==> config.mk <==
export PLATFORM = sky130hd
export DESIGN_NAME = imem_fetch_ctrl
export DESIGN_NICKNAME = d
export VERILOG_FILES = /design/src/rtl/imem_fetch_pkg.sv /design/src/rtl/imem_fetch_ctrl_fetch_slot.sv /design/src/rtl/imem_fetch_ctrl.sv
export SDC_FILE = /design/constraint.sdc
export NUM_CORES = 1
export LEC_CHECK = 0
export ABC_AREA = 1
export CAP_MARGIN = 5
export CORE_MARGIN = 1
export CORE_UTILIZATION = 35
export CTS_BUF_LIST = sky130_fd_sc_hd__clkbuf_8 sky130_fd_sc_hd__clkbuf_16
export DETAILED_ROUTE_END_ITERATION = 8
export PLACE_DENSITY_LB_ADDON = 0.3
export SETUP_SLACK_MARGIN = 0.4
export SYNTH_ARGS = -nofsm -noshare
export SYNTH_HDL_FRONTEND = slang
export SYNTH_HIERARCHICAL = 1
export SYNTH_SLANG_ARGS = --single-unit
export TNS_END_PERCENT = 20
==> constraint.sdc <==
create_clock -name i_clk -period 1.8 [get_ports i_clk]
set_input_delay 0.36 -clock i_clk [delete_from_list [all_inputs] [get_ports i_clk]]
set_output_delay 0.36 -clock i_clk [all_outputs]
set_load 0.05 [all_outputs]
==> src/rtl/imem_fetch_pkg.sv <==
// rtl/imem_fetch_pkg.sv - state encoding and address constants for the instruction fetch controller
package imem_fetch_pkg;

  typedef enum logic [1:0] {
    ST_LOAD = 2'd0,
    ST_RUN  = 2'd1,
    ST_HALT = 2'd2
  } fetch_state_e;

  localparam int unsigned PC_STEP_DEF = 4;

  // Low address bits forced to zero on a redirect target.
  localparam int unsigned ALIGN_LSB_MASK = 3;

endpackage

==> src/rtl/imem_fetch_ctrl_fetch_slot.sv <==
// rtl/imem_fetch_ctrl_fetch_slot.sv - registered valid/ready holding stage with flush
module fetch_slot #(
  parameter int PC_W   = 32,
  parameter int DATA_W = 32
) (
  input  logic              i_clk,
  input  logic              i_rst_n,
  input  logic              i_flush,
  input  logic              i_load,
  input  logic [PC_W-1:0]   i_pc,
  input  logic [DATA_W-1:0] i_data,
  input  logic              i_ready,
  output logic              o_valid,
  output logic [PC_W-1:0]   o_pc,
  output logic [DATA_W-1:0] o_data,
  output logic              o_free
);

  logic              r_valid;
  logic [PC_W-1:0]   r_pc;
  logic [DATA_W-1:0] r_data;

  assign o_free  = !r_valid || i_ready;
  assign o_valid = r_valid;
  assign o_pc    = r_pc;
  assign o_data  = r_data;

  // Flush wins over load so a redirect never lets a stale word through.
  always_ff @(posedge i_clk or negedge i_rst_n) begin
    if (!i_rst_n) begin
      r_valid <= 1'b0;
      r_pc    <= '0;
      r_data  <= '0;
    end else if (i_flush) begin
      r_valid <= 1'b0;
    end else if (i_load) begin
      r_valid <= 1'b1;
      r_pc    <= i_pc;
      r_data  <= i_data;
    end else if (i_ready) begin
      r_valid <= 1'b0;
    end
  end

endmodule

==> src/rtl/imem_fetch_ctrl.sv <==
// rtl/imem_fetch_ctrl.sv - PC sequencing, boot-load arbitration and fetch slot for the instruction memory
// Optional: IMEM_FETCH_ZERO_HALT_EN stops fetching after an all-zero instruction until the next start.
module imem_fetch_ctrl
  import imem_fetch_pkg::*;
#(
  parameter int                     INS_ADDRESS = 32,
  parameter int                     INS_W       = 32,
  parameter logic [INS_ADDRESS-1:0] RESET_PC    = '0,
  parameter int unsigned            PC_STEP     = PC_STEP_DEF
) (
  input  logic                   i_clk,
  input  logic                   i_rst_n,
  output logic [INS_ADDRESS-1:0] o_imem_addr,
  input  logic [INS_W-1:0]       i_imem_rdata,
  output logic                   o_imem_we,
  output logic [INS_W-1:0]       o_imem_wdata,
  input  logic                   i_load_valid,
  output logic                   o_load_ready,
  input  logic [INS_ADDRESS-1:0] i_load_addr,
  input  logic [INS_W-1:0]       i_load_data,
  input  logic                   i_start,
  input  logic                   i_halt_req,
  input  logic                   i_redirect_valid,
  input  logic [INS_ADDRESS-1:0] i_redirect_pc,
  output logic                   o_if_valid,
  input  logic                   i_if_ready,
  output logic [INS_ADDRESS-1:0] o_if_pc,
  output logic [INS_W-1:0]       o_if_instr,
  output logic [1:0]             o_state
);

  localparam logic [INS_ADDRESS-1:0] ALIGN_MASK = ~INS_ADDRESS'(ALIGN_LSB_MASK);
  localparam logic [INS_ADDRESS-1:0] STEP       = INS_ADDRESS'(PC_STEP);

  fetch_state_e           r_state;
  fetch_state_e           w_state_nxt;
  logic [INS_ADDRESS-1:0] r_pc;
  logic [INS_ADDRESS-1:0] w_pc_nxt;
  logic                   w_capture;
  logic                   w_flush;
  logic                   w_free;

`ifdef IMEM_FETCH_ZERO_HALT_EN
  logic r_zero_halt;
  logic w_zero_halt_nxt;
`endif

  always_comb begin
    w_state_nxt  = r_state;
    w_pc_nxt     = r_pc;
    w_capture    = 1'b0;
    w_flush      = 1'b0;
    o_imem_addr  = r_pc;
    o_imem_we    = 1'b0;
    o_imem_wdata = '0;
    o_load_ready = 1'b0;
`ifdef IMEM_FETCH_ZERO_HALT_EN
    w_zero_halt_nxt = r_zero_halt;
`endif
    case (r_state)
      ST_LOAD: begin
        // Loader outputs are gated by reset so they read idle while rst_n is low.
        o_load_ready = i_rst_n;
        o_imem_addr  = i_load_addr;
        o_imem_we    = i_load_valid && i_rst_n;
        o_imem_wdata = i_rst_n ? i_load_data : '0;
        w_flush      = 1'b1;
        if (i_start) begin
          w_state_nxt = ST_RUN;
          w_pc_nxt    = RESET_PC;
        end
      end
      ST_RUN: begin
        if (i_start) begin
          w_pc_nxt = RESET_PC;
          w_flush  = 1'b1;
`ifdef IMEM_FETCH_ZERO_HALT_EN
          w_zero_halt_nxt = 1'b0;
`endif
        end else begin
          if (i_redirect_valid) begin
            w_pc_nxt = i_redirect_pc & ALIGN_MASK;
            w_flush  = 1'b1;
          end else if (!i_halt_req && w_free) begin
            w_capture = 1'b1;
            w_pc_nxt  = r_pc + STEP;
`ifdef IMEM_FETCH_ZERO_HALT_EN
            if (i_imem_rdata == '0) begin
              w_state_nxt     = ST_HALT;
              w_zero_halt_nxt = 1'b1;
            end
`endif
          end
          if (i_halt_req) begin
            w_state_nxt = ST_HALT;
          end
        end
      end
      ST_HALT: begin
        if (i_start) begin
          w_state_nxt = ST_RUN;
          w_pc_nxt    = RESET_PC;
          w_flush     = 1'b1;
`ifdef IMEM_FETCH_ZERO_HALT_EN
          w_zero_halt_nxt = 1'b0;
`endif
        end else begin
          if (i_redirect_valid) begin
            w_pc_nxt = i_redirect_pc & ALIGN_MASK;
            w_flush  = 1'b1;
          end
`ifdef IMEM_FETCH_ZERO_HALT_EN
          if (!i_halt_req && !r_zero_halt) begin
            w_state_nxt = ST_RUN;
          end
`else
          if (!i_halt_req) begin
            w_state_nxt = ST_RUN;
          end
`endif
        end
      end
      default: begin
        w_state_nxt = ST_LOAD;
        w_flush     = 1'b1;
      end
    endcase
  end

  always_ff @(posedge i_clk or negedge i_rst_n) begin
    if (!i_rst_n) begin
      r_state <= ST_LOAD;
      r_pc    <= RESET_PC;
    end else begin
      r_state <= w_state_nxt;
      r_pc    <= w_pc_nxt;
    end
  end

`ifdef IMEM_FETCH_ZERO_HALT_EN
  always_ff @(posedge i_clk or negedge i_rst_n) begin
    if (!i_rst_n) begin
      r_zero_halt <= 1'b0;
    end else begin
      r_zero_halt <= w_zero_halt_nxt;
    end
  end
`endif

  fetch_slot #(
    .PC_W   (INS_ADDRESS),
    .DATA_W (INS_W)
  ) u_slot (
    .i_clk   (i_clk),
    .i_rst_n (i_rst_n),
    .i_flush (w_flush),
    .i_load  (w_capture),
    .i_pc    (r_pc),
    .i_data  (i_imem_rdata),
    .i_ready (i_if_ready),
    .o_valid (o_if_valid),
    .o_pc    (o_if_pc),
    .o_data  (o_if_instr),
    .o_free  (w_free)
  );

  assign o_state = r_state;

endmodule

==> results of run 1 <==
==> power by group through the flow <==
stage | registers [mW] | clock network [mW] | logic, mW
after detailed placement | 3.18 | 0 | 10.4
final | 3.16 | 1.90 | 11.6
after global placement | 3.16 | 0 | 10.3
after floorplan | 4.40 | 0 | 4.92
after CTS | 3.14 | 1.93 | 11.3
after global routing | 3.23 | 2.02 | 12.2
==> stage by stage <==
stage | instances | setup WS (ns) | setup TNS [ns]
after floorplan | 875 | -0.0409 | -2.54
after global placement | 1370 | -0.185 | -15.07
after detailed placement | 1370 | -0.223 | -17.43
after CTS | 1400 | -0.233 | -13.05
after global routing | 1402 | -0.270 | -19.85
final | 1402 | -0.223 | -12.27
==> area by class of cell <==
cell class,instances,area [µm²]
fillers,1316,5520
clock inverters,6,48.8
inverters,88,344
clock buffers,10,239
repair buffers,329,4020
well taps,220,275
multi-input cells,652,3700
flip-flops and latches,97,2440
==> worst max-delay path by stage <==
stage	slack, ns	depth (start not counted)	start	end
after floorplan	-0.04	6	o_state[0]$_DFFE_PN0P_	o_imem_wdata[10]
after global placement	-0.19	8	i_redirect_valid	r_pc[11]$_DFFE_PN0P_
after detailed placement	-0.22	8	i_redirect_valid	r_pc[11]$_DFFE_PN0P_
after CTS	-0.23	7	o_state[1]$_DFFE_PN0P_	o_imem_addr[24]
after global routing	-0.27	7	o_state[1]$_DFFE_PN0P_	o_imem_addr[28]
final	-0.22	7	o_state[1]$_DFFE_PN0P_	o_imem_addr[28]
==> critical path, delay by kind of cell (launching register included) <==
family,cells,cell delay (ns)
buffers and inverters,5,0.64
DFF,1,0.36
adders and majority gates,1,0.17
AOI/OAI and AO/OA,1,0.14
==> flip-flops by register name, summed over array words and instances (netlist names) <==
signal          cells
u_slot/o_data      32
o_state             2
u_slot/o_pc        32
r_pc               30
u_slot/o_valid      1
==> cell families (layout without fill, tap and decap cells) <==
family	after synthesis	in the layout	synth area share
AOI/OAI and AO/OA	77	77	0.0721
xor gates and xnor gates	6	6	0.00883
adders and majority gates	5	5	0.0105
buffers and inverters	126	433	0.0996
DFF	97	97	0.408
other	1	2	0.000630
and+or+nand+nor	562	562	0.400
==> repair_timing <==
action,CTS,global route
pin swaps,21,12
setup endpoints to repair,164,165
resized for setup,44,41
gates cloned,3,2
setup buffers,11,0
hold buffers,0,0
==> per-layer routing <==
layer	track usage	share of wire	wire [µm]
met5	0	0	0
met4	0.0868	0.025	551
met3	0.0369	0.058	1260
met2	0.414	0.49	10700
met1	0.319	0.42	9170
==> synthesized netlist by cell type, drive strengths merged <==
cell type	n
buf	28
nor2	104
a22oi	1
o21ai	62
ha	5
a21oi	5
dfrtp	97
and2	1
a21boi	4
xnor2	2
o21bai	1
inv	88
clkbuf	10
nor3	1
nand3	95
o221ai	1
xor2	4
a22o	1
o22ai	1
nand4	2
nand2	359
conb	1
o31ai	1
==> metrics.md, run 1 <==
| Metric | Value |
|---|---|
| # IOs | 268 |
| RSZ-0062 raised after global routing | yes |
| Period utilization | 1.12 |
| Die X | 132 µm |
| Max Cap Violations | 0 |
| Via count | 6,746 |
| Req. time, crit path | 1.44 ns |
| Count of state elements after synthesis | 97 |
| Latest clock arrival within the worst-skew pair | 0.35 ns |
| Largest stage delay on the critical path | 0.36 ns |
| Crit path cell chain | inv_2, ha_4, buf_12, clkbuf_16, buf_6, o21ai_4, buf_12 |
| Psw | 8.06 mW |
| Post-layout util | 0.667 |
| Power Total | 16.7 mW |
| Starting Density | 0.359 |
| IR Drop Worst-Case VDD | 0.000951 V |
| Max-slew violation count | 0 |
| Global route overflow | 0 |
| Worst Path Max Fanout | 10 |
| Seq/Total Area, Yosys | 0.408 |
| Die Y | 132 µm |
| P&R area growth vs syn | 85.9% |
| Hold slack | 0.116 ns |
| Logic gate share of total power | 0.697 |
| Sw frac | 0.483 |
| Leak | 5.18 nW |
| Final Hold Viols | 0 |
| Status | finished, violations left |
| Worst r2r src | o_state[1]$_DFFE_PN0P_ |
| Iteration-0 DRC Markers | 499 |
| Clock-pin slew on the worst setup and hold paths | 0.07 ns |
| DRT antenna net count | 0 |
| Crit path DAT | 1.66 ns |
| Main area contributors after synthesis | dfrtp_1 41%, nand2_1 22%, nand3_1 8.0% |
| Share of layout cells above drive strength 1 | 0.307 |
| R2R setup slack | 0.01 ns |
| Vias in the first global route | 6,598 |
| Commonest non-fill, non-tap cell in the layout | nand2_1 |
| Design Area, Final | 0.0111 mm² |
| Final Setup Violations | 66 |
| Synth Area per Inst | 6.81 µm² |
| CP endpoint kind | output pin |
| Vias/cell | 4.81 |
| Total placed instance area | 0.0102 mm² |
| Max Freq | 0.494 GHz |
| Most frequent cells in the layout | 325 x nand2_1, 130 x clkdlybuf4s50_1, 95 x nand3_1, 95 x buf_4, 89 x dfrtp_1 |
| Clock sink count | 97 |
| Area leader, netlist | dfrtp_1 |
| Routed WL | 21,700 µm |
| PwrDens | 1510 mW/mm² |
| Slowest CP cell | dfrtp_2 |
| Initial antenna violation count | 0 |
| Cell Area, Synth | 0.00595 mm² |
| Max transition margin | 0.618 |
| TritonRoute pass-1 iters | 5 |
| Global-route usage over all layers | 0.245 |
| CTS tree | built |
| Num rows | 47 |
| Int Pwr | 8.64 mW |
| Setup CP Type | reg -> out |
| Failing checks | setup timing |
| Unique masters post-synth | 33 |
| Synth top area share | 0.408 |
| Clk network pwr share | 0.113 |
| Final setup skew | 0.00910 ns |
| Slew @ Worst Pin | 0.572 ns |
| DRC viols | 0 |
| Nets | 1,317 |
| HP Class | in -> async |
| ANT cells | 0 |
| Clock Path Buffers | 2 |
| Post-DP HPWL | 15,600 µm |
| Core ar. | 0.0166 mm² |
| CTS Buf Count | 9 |
| Fin crit period | 2.02 ns |
| Largest net degree at the start of global routing | 98 |
| First-pass GRT wire length | 34,200 µm |
| Die ar. | 0.0175 mm² |
| Syn Inst Count | 874 |
| Most used cell, CP | buf_12 |
| Clk root buf | clkbuf_16 |
| Routability congestion estimate from global placement | 0.893 |
| Final worst slack | -0.223 ns |
| CP startpoint kind | flop |
| Wire per inst | 15.5 µm |
| R2R cell count | 11 |
| Ys Warns | 6 |
| # H-tree levels | 3 |
| IO Port Bufs | 265 |
| Sequential power share | 0.189 |
| Worst r2r dst | u_slot/o_data[16]$_DFFE_PN0P_ |
(Power assumes the default switching activity.)
==> run 2: changes to the inputs <==
Settings changed: CORE_MARGIN 1 to default, PLACE_DENSITY_LB_ADDON 0.3 to 0.05.
==> run 2 against run 1 <==
Net effect: the flow still finishes with violations (setup timing); register-to-register slack better by 0.05 ns; sequential share of layout area shrank 0.79 points; first-iteration DRC count shrank 24%; critical path type unchanged; critical endpoint is now o_imem_wdata[30]; highest routed layer unchanged.
==> metrics.md, run 2 (synthesized netlist as in run 1, its figures left out) <==
| Metric | Value |
|---|---|
| DRT antenna net count | 0 |
| First-pass GRT wire length | 35,400 µm |
| Largest net degree at the start of global routing | 98 |
| Iteration-0 DRC Markers | 380 |
| Slew @ Worst Pin | 0.537 ns |
| Num rows | 47 |
| Routed WL | 22,700 µm |
| Most frequent cells in the layout | 321 x nand2_1, 129 x clkdlybuf4s50_1, 102 x buf_4, 95 x dfrtp_1, 90 x nand3_1 |
| Initial antenna violation count | 0 |
| Clock sink count | 97 |
| Final Setup Violations | 66 |
| Final Hold Viols | 0 |
| Final setup skew | 0.00724 ns |
| Wire per inst | 15.9 µm |
| Crit path DAT | 1.72 ns |
| Latest clock arrival within the worst-skew pair | 0.35 ns |
| Leak | 5.38 nW |
| Status | finished, violations left |
| FILL cells | 1,382 |
| Max-slew violation count | 0 |
| Via count | 6,861 |
| Core ar. | 0.0166 mm² |
| Failing checks | setup timing |
| Layout Cells excl Fill | 1,427 |
| P&R area growth vs syn | 92.3% |
| Max Cap Violations | 0 |
| Routability congestion estimate from global placement | 0.855 |
| ANT cells | 0 |
| IO Port Bufs | 265 |
| PwrDens | 1530 mW/mm² |
| Fin crit period | 2.08 ns |
| Commonest non-fill, non-tap cell in the layout | nand2_1 |
| HP Class | in -> async |
| # hold bufs at CTS | 0 |
| Period utilization | 1.16 |
| Clock Path Buffers | 2 |
| Starting Density | 0.359 |
| CTS Buf Count | 9 |
| Worst Path Max Fanout | 7 |
| Clk root buf | clkbuf_16 |
| DP Worst Slack | -0.185 ns |
| Clock-pin slew on the worst setup and hold paths | 0.07 ns |
| TritonRoute pass-1 iters | 8 |
| IR Drop Worst-Case VDD | 0.00103 V |
| Setup CP Type | reg -> out |
| Nets | 1,342 |
| Die Y | 132 µm |
| # IOs | 268 |
| CP startpoint kind | flop |
| Max transition margin | 0.642 |
| Die ar. | 0.0175 mm² |
| DP Cell Count | 1,378 |
| RSZ-0062 raised after global routing | yes |
| Vias in the first global route | 6,455 |
| Post-DP HPWL | 16,700 µm |
| Worst r2r src | o_state[1]$_DFFE_PN0P_ |
| DRC viols | 0 |
| CP endpoint kind | output pin |
| Setup TNS | -16.32 ns |
| Global route overflow | 0 |
| Max Freq | 0.480 GHz |
| Crit. Startpoint | o_state[0]$_DFFE_PN0P_ |
| Req. time, crit path | 1.44 ns |
| Vias/cell | 4.81 |
| Final worst slack | -0.282 ns |
| Share of layout cells above drive strength 1 | 0.322 |
| CTS tree | built |
| Global-route usage over all layers | 0.258 |
| # H-tree levels | 3 |
| Die X | 132 µm |
==> run 2: changes by cell type in the layout (fill, tap and decap cells not counted), sizes merged <==
| cell | previous run | this run |
|---|---|---|
| bufinv | 0 | 2 |
| clkdlybuf4s50 | 130 | 129 |
| inv | 88 | 89 |
| dlygate4sd2 | 0 | 1 |
| buf | 196 | 220 |
| clkinv | 3 | 1 |
==> run 2: final timing paths <==
check / end / slack [ns] / depth (start not counted)
min in group i_clk: u_slot/o_pc[24]$_DFFE_PN0P_ / 0.47 / 2
min: u_slot/o_data[0]$_DFFE_PN0P_ / 0.12 / 2
max in group asynchronous: o_state[1]$_DFFE_PN0P_ / 1.24 / 2
max: o_imem_wdata[30] / -0.28 / 7
min reg2reg: u_slot/o_pc[24]$_DFFE_PN0P_ / 0.47 / 2
max reg2reg: u_slot/o_pc[18]$_DFFE_PN0P_ / 0.06 / 11
==> run 2: per-layer routing <==
layer / vias to the layer above / share of wire / wire length, µm / global-route usage
li1: 3373 / - / - / -
met5: - / 0 / 0 / 0
met4: 0 / 0.012 / 267 / 0.0492
met2: 294 / 0.50 / 11300 / 0.444
met1: 3174 / 0.42 / 9550 / 0.335
met3: 20 / 0.068 / 1540 / 0.0523
==> run 2: final cells by class <==
cell class / count / area [µm²] / area share
clock buffers: 9 / 225 / 0.0197
inverters: 88 / 344 / 0.0301
well taps: 220 / 275 / 0.0241
flip-flops and latches: 97 / 2430 / 0.212
clock inverters: 7 / 109 / 0.00951
repair buffers: 354 / 4300 / 0.375
multi-input cells: 652 / 3760 / 0.329
==> run 2: repair_timing <==
item	CTS	global route
pin swaps	31	31
setup endpoints to repair	164	165
resized for setup	62	44
gates cloned	3	5
setup buffers	23	2
endpoints found under the hold margin	0	0
==> run 2: critical path: stages (launching register included) <==
cell	delay (ns)
dfrtp_2	0.41
inv_2	0.08
ha_4	0.22
buf_12	0.13
nand2_8	0.09
clkbuf_16	0.19
nor2_4	0.10
buf_12	0.14
==> run 2: power by group <==
| group | switching [mW] | total, mW | leakage [nW] | internal [mW] |
|---|---|---|---|---|
| registers | 0.441 | 3.14 | 1.33 | 2.70 |
| clock network | 0.921 | 2.17 | 0.164 | 1.25 |
| logic | 6.87 | 12.2 | 3.89 | 5.30 |
==> run 2: metrics by stage <==
stage | hold WS [ns] | instance area [µm²] | util | power (mW)
CTS | 0.171 | 11200 | 0.674 | 16.9
global route | 0.184 | 11400 | 0.690 | 18.2
floorplan | 0.0644 | 6650 | - | 9.32
global placement | 0.456 | 10300 | 0.621 | 13.4
detailed placement | 0.460 | 10300 | 0.621 | 13.5
finish | 0.125 | 11400 | 0.690 | 17.5
==> run 3: changes to the inputs <==
Settings changed: CORE_UTILIZATION 35 to 38.
==> run 3 against run 2 <==
Net effect: clock skew increased by 0.0012 ns; die area decreased by 7.8%; the flow still finishes with violations (setup timing); largest cell class unchanged; utilization increased by 4.6 points; critical path type unchanged; clock power decreased by 5%; register-to-register slack got worse by 0.07 ns; routed wire length decreased by 0.82%; maximum frequency decreased by 0.35%; worst setup slack got worse by 0.0073 ns; cell count decreased by 0.63%; critical path depth unchanged.
==> metrics.md, run 3 (synthesized netlist as in run 1, its figures left out) <==
| Metric | Value |
|---|---|
| Die ar. | 0.0162 mm² |
| Sequential power share | 0.184 |
| Sw frac | 0.479 |
| Vias in the first global route | 6,212 |
| Worst r2r src | o_state[0]$_DFFE_PN0P_ |
| Share of layout cells above drive strength 1 | 0.325 |
| Final Setup Violations | 67 |
| R2R setup slack | -0.01 ns |
| Num rows | 45 |
| Leak | 5.27 nW |
| Starting Density | 0.390 |
| Clock Path Buffers | 2 |
| Worst r2r dst | r_pc[3]$_DFFE_PN0P_ |
| # IOs | 268 |
| Vias/cell | 4.83 |
| FILL cells | 1,224 |
| Crit path DAT | 1.73 ns |
| Max Freq | 0.479 GHz |
| Final setup skew | 0.00844 ns |
| Initial antenna violation count | 0 |
| Setup TNS | -15.13 ns |
| Routability congestion estimate from global placement | 0.921 |
| CP startpoint kind | flop |
| Period utilization | 1.16 |
| Int Pwr | 8.96 mW |
| Setup CP Type | reg -> out |
| Iteration-0 DRC Markers | 604 |
| Core ar. | 0.0153 mm² |
| IR Drop Worst-Case VDD | 0.00115 V |
| Commonest non-fill, non-tap cell in the layout | nand2_1 |
| PwrDens | 1530 mW/mm² |
| Global route overflow | 0 |
| Power Total | 17.2 mW |
| Crit. Startpoint | o_state[0]$_DFFE_PN0P_ |
| Clock-pin slew on the worst setup and hold paths | 0.08 ns |
| Clk network pwr share | 0.121 |
| Most frequent cells in the layout | 315 x nand2_1, 131 x clkdlybuf4s50_1, 119 x buf_4, 95 x nand3_1, 93 x dfrtp_1 |
| RSZ-0062 raised after global routing | yes |
| Nets | 1,342 |
| Max-slew violation count | 0 |
| Slew @ Worst Pin | 0.524 ns |
| Hold slack | 0.197 ns |
| DRC viols | 0 |
| Die X | 127 µm |
| HP Class | in -> async |
| TritonRoute pass-1 iters | 5 |
| Final worst slack | -0.289 ns |
| Psw | 8.23 mW |
| Design Area, Final | 0.0112 mm² |
| Status | finished, violations left |
| Global-route usage over all layers | 0.269 |
| R2R cell count | 10 |
| Fin crit period | 2.09 ns |
| Via count | 6,847 |
| Largest net degree at the start of global routing | 98 |
| Worst Path Max Fanout | 7 |
| P&R area growth vs syn | 88.7% |
| Clk root buf | clkbuf_16 |
| Final Hold Viols | 0 |
| Die Y | 127 µm |
| Clock sink count | 97 |
| Latest clock arrival within the worst-skew pair | 0.35 ns |
| Failing checks | setup timing |
| Total placed instance area | 0.0103 mm² |
| Last element of the critical path | o_imem_addr[21] |
| Wire per inst | 15.9 µm |
| Post-DP HPWL | 16,400 µm |
| IO Port Bufs | 265 |
| Logic gate share of total power | 0.696 |
| Max Cap Violations | 0 |
| # hold bufs at CTS | 0 |
| Max transition margin | 0.650 |
| DRT antenna net count | 0 |
| CTS tree | built |
| # H-tree levels | 3 |
| Req. time, crit path | 1.44 ns |
| CTS Buf Count | 9 |
| Routed WL | 22,500 µm |
| ANT cells | 0 |
| CP endpoint kind | output pin |
| First-pass GRT wire length | 33,500 µm |
-- run 3: power by group through the flow --
stage,Combinational [mW],Clock (mW),Sequential [mW]
3_5_place_dp,10.4,0,3.18
4_1_cts,11.2,2.10,3.14
6_report,12.0,2.07,3.16
2_1_floorplan,4.92,0,4.40
3_3_place_gp,10.3,0,3.16
5_1_grt,12.5,2.20,3.20
-- run 3: critical path, cell delays in order (launching register included) --
cell and delay, ns:
dfrtp_2 0.37, inv_2 0.05, ha_4 0.19, buf_6 0.14
clkbuf_16 0.17, buf_4 0.15, o21ai_4 0.15, buf_12 0.16
-- run 3: worst min-delay path by stage --
stage | start | to | slack [ns] | cells past startpoint
final | i_rst_n | u_slot/o_pc[31]$_DFFE_PN0P_ | 0.20 | 2
after global routing | i_rst_n | u_slot/o_data[27]$_DFFE_PN0P_ | 0.24 | 2
after CTS | i_rst_n | u_slot/o_data[13]$_DFFE_PN0P_ | 0.22 | 2
after global placement | u_slot/o_data[6]$_DFFE_PN0P_ | u_slot/o_data[6]$_DFFE_PN0P_ | 0.45 | 2
after floorplan | i_rst_n | o_state[0]$_DFFE_PN0P_ | 0.06 | 0
after detailed placement | u_slot/o_data[24]$_DFFE_PN0P_ | u_slot/o_data[24]$_DFFE_PN0P_ | 0.46 | 2
-- run 3: what timing repair did --
action / in CTS / in global routing
pin swaps: 9 / 13
cloned: 3 / 5
buffers inserted: 14 / 10
resized for setup: 48 / 32
setup endpoints to repair: 165 / 165
-- run 3: per-stage QoR --
stage	util	setup WS [ns]	cells
after floorplan	-	-0.0409	875
after global placement	0.672	-0.185	1370
after detailed placement	0.672	-0.260	1370
after CTS	0.716	-0.266	1403
after global routing	0.736	-0.338	1418
final	0.736	-0.289	1418
-- run 3: metal layers --
metal	vias up	GRT usage	part of all wire
met2	291	0.464	0.50
met4	0	0.0609	0.016
met1	3149	0.344	0.42
met3	27	0.0586	0.069
li1	3380	-	-
met5	-	0	0
-- run 3: area by class of cell --
cell class	instances	area, µm²	area share
sequential	97	2430	0.217
clock buffer	9	225	0.0201
timing repair buffer	353	4160	0.370
clock inverter	7	95.1	0.00847
tap	211	264	0.0235
inverter	88	344	0.0306
multi-input combinational	653	3710	0.330
